### src/rtl/dmem_arbiter.sv
// rtl/dmem_arbiter.sv - two-master round-robin arbiter for the DMemory_IO data port (optional DMEM_ARB_LOCK_EN)
module dmem_arbiter #(
  parameter int DW       = 16,
  parameter int AW       = 16,
  parameter int MAX_LOCK = 4
) (
  input  logic          clock,
  input  logic          reset,
`ifdef DMEM_ARB_LOCK_EN
  input  logic          m0_lock,
  input  logic          m1_lock,
`endif
  input  logic          m0_req,
  input  logic          m0_we,
  input  logic [AW-1:0] m0_addr,
  input  logic [DW-1:0] m0_wdata,
  output logic          m0_ack,
  output logic [DW-1:0] m0_rdata,
  input  logic          m1_req,
  input  logic          m1_we,
  input  logic [AW-1:0] m1_addr,
  input  logic [DW-1:0] m1_wdata,
  output logic          m1_ack,
  output logic [DW-1:0] m1_rdata,
  output logic [AW-1:0] draddr,
  output logic [DW-1:0] dwdata,
  output logic          dwrite,
  output logic          dread,
  input  logic [DW-1:0] drdata
);

  // A lock limit below one would make locked re-grants impossible to express.
  if (MAX_LOCK < 1) begin : g_bad_max_lock
    $error("dmem_arbiter: MAX_LOCK must be at least 1");
  end

  typedef enum logic [1:0] {
    IDLE = 2'd0,
    GNT0 = 2'd1,
    GNT1 = 2'd2
  } state_t;

  state_t        state_q, state_d;
  logic          last_q, last_d;
  logic          m0_ack_q, m0_ack_d;
  logic          m1_ack_q, m1_ack_d;
  logic [DW-1:0] m0_rdata_q, m0_rdata_d;
  logic [DW-1:0] m1_rdata_q, m1_rdata_d;
  logic          elig0, elig1;

`ifdef DMEM_ARB_LOCK_EN
  localparam int CW = $clog2(MAX_LOCK + 1);
  logic [CW-1:0] cnt_q, cnt_d;
  logic          lock_go0, lock_go1;
`endif

  // Next-state, ack, read-data capture and last-served pointer.
  always_comb begin
    state_d    = state_q;
    last_d     = last_q;
    m0_ack_d   = 1'b0;
    m1_ack_d   = 1'b0;
    m0_rdata_d = m0_rdata_q;
    m1_rdata_d = m1_rdata_q;
    // A master still showing its ack has not yet dropped the served request.
    elig0      = m0_req & ~m0_ack_q;
    elig1      = m1_req & ~m1_ack_q;
`ifdef DMEM_ARB_LOCK_EN
    cnt_d      = cnt_q;
    lock_go0   = m0_ack_q & m0_lock & m0_req & (cnt_q < CW'(MAX_LOCK));
    lock_go1   = m1_ack_q & m1_lock & m1_req & (cnt_q < CW'(MAX_LOCK));
`endif
    case (state_q)
      IDLE: begin
`ifdef DMEM_ARB_LOCK_EN
        // The locking run ends as soon as its owner lets go of req.
        if (last_q ? !m1_req : !m0_req) cnt_d = '0;
        if (lock_go0) state_d = GNT0;
        else if (lock_go1) state_d = GNT1;
        else
`endif
        if (elig0 && elig1) state_d = last_q ? GNT0 : GNT1;
        else if (elig0) state_d = GNT0;
        else if (elig1) state_d = GNT1;
      end
      GNT0: begin
        m0_ack_d = 1'b1;
        if (!m0_we) m0_rdata_d = drdata;
        last_d   = 1'b0;
        state_d  = IDLE;
`ifdef DMEM_ARB_LOCK_EN
        if (!last_q) cnt_d = (cnt_q < CW'(MAX_LOCK)) ? cnt_q + CW'(1) : cnt_q;
        else cnt_d = CW'(1);
`endif
      end
      GNT1: begin
        m1_ack_d = 1'b1;
        if (!m1_we) m1_rdata_d = drdata;
        last_d   = 1'b1;
        state_d  = IDLE;
`ifdef DMEM_ARB_LOCK_EN
        if (last_q) cnt_d = (cnt_q < CW'(MAX_LOCK)) ? cnt_q + CW'(1) : cnt_q;
        else cnt_d = CW'(1);
`endif
      end
      default: state_d = IDLE;
    endcase
  end

  // Single state register for the FSM and its registered outputs.
  always_ff @(posedge clock) begin
    if (reset) begin
      state_q    <= IDLE;
      last_q     <= 1'b1;
      m0_ack_q   <= 1'b0;
      m1_ack_q   <= 1'b0;
      m0_rdata_q <= '0;
      m1_rdata_q <= '0;
`ifdef DMEM_ARB_LOCK_EN
      cnt_q      <= '0;
`endif
    end else begin
      state_q    <= state_d;
      last_q     <= last_d;
      m0_ack_q   <= m0_ack_d;
      m1_ack_q   <= m1_ack_d;
      m0_rdata_q <= m0_rdata_d;
      m1_rdata_q <= m1_rdata_d;
`ifdef DMEM_ARB_LOCK_EN
      cnt_q      <= cnt_d;
`endif
    end
  end

  // Memory port mux: the granted master drives the port for its one grant cycle.
  always_comb begin
    draddr = '0;
    dwdata = '0;
    dwrite = 1'b0;
    dread  = 1'b0;
    case (state_q)
      GNT0: begin
        draddr = m0_addr;
        dwdata = m0_wdata;
        dwrite = m0_we;
        dread  = ~m0_we;
      end
      GNT1: begin
        draddr = m1_addr;
        dwdata = m1_wdata;
        dwrite = m1_we;
        dread  = ~m1_we;
      end
      default: ;
    endcase
  end

  assign m0_ack   = m0_ack_q;
  assign m1_ack   = m1_ack_q;
  assign m0_rdata = m0_rdata_q;
  assign m1_rdata = m1_rdata_q;

endmodule
### config.mk
export PLATFORM = sky130hd
export DESIGN_NAME = dmem_arbiter
export DESIGN_NICKNAME = d
export VERILOG_FILES = /design/src/rtl/dmem_arbiter.sv
export SDC_FILE = /design/constraint.sdc
export NUM_CORES = 1
export LEC_CHECK = 0
export ABC_AREA = 1
export BUFFER_PORTS_ARGS = -buffer_cell sky130_fd_sc_hd__buf_2
export CAP_MARGIN = 20
export CORE_ASPECT_RATIO = 0.9
export CORE_MARGIN = 2
export CORE_UTILIZATION = 39
export DETAILED_ROUTE_END_ITERATION = 8
export HOLD_SLACK_MARGIN = 0.06
export PLACE_DENSITY = 0.8
export SETUP_SLACK_MARGIN = 0.4
export SLEW_MARGIN = 10
export SYNTH_ARGS = -nofsm -noshare
export SYNTH_HDL_FRONTEND = slang
export SYNTH_SLANG_ARGS = --single-unit
### constraint.sdc
create_clock -name clock -period 1.3 [get_ports clock]
set_input_delay 0.065 -clock clock [delete_from_list [all_inputs] [get_ports clock]]
set_output_delay 0.065 -clock clock [all_outputs]
set_load 0.05 [all_outputs]
==> impl_metrics.py <==
metrics = {
    "critical_path": {
        "reg2reg_setup_slack_ns": -0.16,
        "r2r_cells": 7,
        "crit_path_max_fanout": 7,
        "reg2reg_from": "state_q[1]",
        "start_kind": "register",
        "crit_start": "state_q[0]",
        "cp.arrival_ns": 1.58,
        "crit_end": "dwrite",
        "rr_endpoint": "m0_rdata[4]",
        "endpoint_kind": "output port",
        "critPathKind": "register to output port",
        "required_ns": 1.24,
    },
    "power": {
        "power_density_mw_per_mm2": 1030,
        "ir_drop_mv": 1.02,
        "power.leakage_uw": 0.00184,
    },
    "yosys": {
        "yosysTopAreaCell": "dfxtp_1",
        "postSynthCellCount": 288,
        "ys_top_cells_by_area": "dfxtp_1 (38%), nand2_1 (14%), nor2_1 (13%)",
        "yosysSeqAreaShare": 0.385,
        "avgSynthCellArea_um2": 6.68,
        "yosys.cell_types.count": 20,
        "yosys_warnings": 0,
        "ys_seq_elements": 37,
        "synth_top_area_frac": 0.385,
        "syn-num-nets": 379,
        "netlist_area_mm2": 0.00192,
    },
    "floorplanning": {
        "num_io_pins": 154,
        "die_w_um": 78.0,
        "row_count": 24,
        "coreArea_mm2": 0.00480,
        "die_area_mm2": 0.00551,
        "start_util": 0.401,
        "die_h_um": 70.6,
    },
    "sta": {
        "drv_slew": 0,
        "setup_violations": 66,
        "period_needed_ns": 1.65,
        "rsz0062_at_grt": "yes",
        "finalCritPeriodShare": 1.27,
        "hold_violations": 0,
        "max_slew_margin": 0.732,
        "setup_ws_ns": -0.348,
        "tightestPinTransition_ns": 0.402,
        "fin_skew_ns": 0.00820,
        "fmax_ghz": 0.607,
        "fin_setup_tns_ns": -13.64,
    },
    "global_routing": {
        "grt_pass1_vias": 2730,
        "grt_overflow": 0,
        "grt_pass1_wl_um": 12800,
        "grt_max_degree": 33,
        "grt_usage": 0.293,
        "antenna_found_initial": 0,
    },
    "clocking": {
        "path_clk_slew_ns": 0.08,
        "h-tree-depth": 2,
        "cts_tree": "built",
        "cts.sinks": 37,
        "root_buffer": "clkbuf_8",
        "numCtsBuffers": 5,
        "insertion_delay_ns": 0.30,
        "cts_buffer_depth": 2,
    },
    "routing": {
        "dr.pass1.iters": 4,
        "vias": 2911,
        "post-route-drc-count": 0,
        "detail-route-antenna-nets": 0,
        "drt_wl_total_um": 10400,
        "wl_per_cell_um": 18.9,
        "drt-vias-per-instance": 5.30,
        "drt_iter0_markers": 192,
    },
    "finish": {
        "final_area_mm2": 0.00442,
        "nets": 574,
        "antenna_cells": 0,
        "synthToLayoutAreaGrowth_pct": 129,
        "layout-drive-gt1-share": 0.643,
        "final_common_cell": "buf_2",
        "layout_common_cells": "buf_2 (85), nand2_1 (70), buf_6 (69), nor2_1 (53), a21oi_4 (34)",
    },
    "placement": {
        "place.gp.congestion": 0.746,
        "post_dp_cell_area_mm2": 0.00326,
        "portBuffers": 153,
        "hpwl_um": 4880,
    },
    "status": {
        "violations": "negative setup slack",
        "status": "finished, violations left",
    },
    "run": {
        "max_cap_violations": 0,
    },
    "min_path": {
        "hold_path.class": "primary input to register",
    },
}
==> metrics by stage <==
| step | setup slack, ns | std cells | hold WS, ns | power [uW] | util |
|---|---|---|---|---|---|
| 6_report | -0.348 | 549 | 0.116 | 4540 | 0.919 |
| 3_5_place_dp | -0.114 | 506 | 0.270 | 3090 | 0.679 |
| 4_1_cts | -0.317 | 542 | 0.105 | 4220 | 0.856 |
| 5_1_grt | -0.379 | 549 | 0.135 | 4680 | 0.919 |
| 3_3_place_gp | -0.0651 | 506 | 0.267 | 3060 | 0.679 |
| 2_1_floorplan | 0.0308 | 288 | 0.129 | 2660 | - |
==> cell type report <==
| cell class | instances | area, um2 |
|---|---|---|
| repair buffers | 205 | 1830 |
| clock buffers | 6 | 72.6 |
| flip-flops and latches | 37 | 788 |
| fillers | 183 | 389 |
| inverters | 15 | 101 |
| repair inverters | 1 | 6.26 |
| clock inverters | 2 | 10.0 |
| well taps | 65 | 81.3 |
| multi-input cells | 218 | 1520 |
==> cell usage after synthesis <==
cell type  count
o211ai_1       1
buf_6          2
buf_2          8
nand2_1       72
buf_8          1
inv_2          3
nand3_1        2
a21oi_1       34
nor2_2         2
buf_12         1
o21ai_0       26
dfxtp_1       37
inv_1         10
buf_4          6
ha_1           5
o21ai_1        6
a21boi_0       1
nor2_1        67
nand2_4        2
inv_6          2
==> critical path, stage by stage, from the launching register on <==
cell and delay, ns:
dfxtp_4 0.40, inv_6 0.05, ha_4 0.31, inv_8 0.06
buf_12 0.15, a21oi_4 0.13, buf_6 0.18
==> worst min-delay path by stage <==
stage                     slack (ns)  depth (start not counted)   start         end
after global placement          0.27                          2   reset      m0_ack
after floorplan                 0.13                          1   reset      m0_ack
final                           0.12                          4  m0_req  state_q[1]
after detailed placement        0.27                          2   reset      m0_ack
after CTS                       0.10                          4  m0_req  state_q[1]
after global routing            0.13                          4  m0_req  state_q[1]
==> layer usage <==
| metal | GRT usage | share of wire | vias up | routed length (um) |
|---|---|---|---|---|
| li1 | - | - | 1304 | - |
| met1 | 0.292 | 0.34 | 1378 | 3510 |
| met2 | 0.574 | 0.54 | 191 | 5560 |
| met4 | 0.103 | 0.032 | 0 | 328 |
| met3 | 0.0855 | 0.093 | 38 | 960 |
| met5 | 0 | 0 | - | 0 |
==> where the power goes <==
| group | switching, uW | total (uW) | leakage, uW | internal, uW |
|---|---|---|---|---|
| Clock | 450 | 822 | 0.0000450 | 372 |
| Combinational | 1410 | 2390 | 0.00148 | 975 |
| Sequential | 92.0 | 1330 | 0.000317 | 1240 |
| Total | 1950 | 4540 | 0.00184 | 2580 |
==> sequential cells by signal (all words and copies together) (netlist names) <==
signal	cells
m0_ack	1
state_q	2
last_q	1
m1_rdata	16
m0_rdata	16
m1_ack	1
==> kinds of logic after synthesis <==
kind of cell | share of synthesized area
and+or+nand+nor | 0.295
AOI/OAI and AO/OA | 0.179
DFF | 0.385
buffers and inverters | 0.109
adders and majority gates | 0.0325
==> repair_timing <==
action / 4_1_cts / 5_1_grt
endpoints found under the setup margin: 104 / 100
setup buffers: 9 / 4
cloned: 1 / 3
gates resized for setup: 176 / 82
endpoints found under the hold margin: 32 / 0
pin swaps: 5 / 8
hold buffers: 18 / 0
Power figures use the tool's default switching activity.
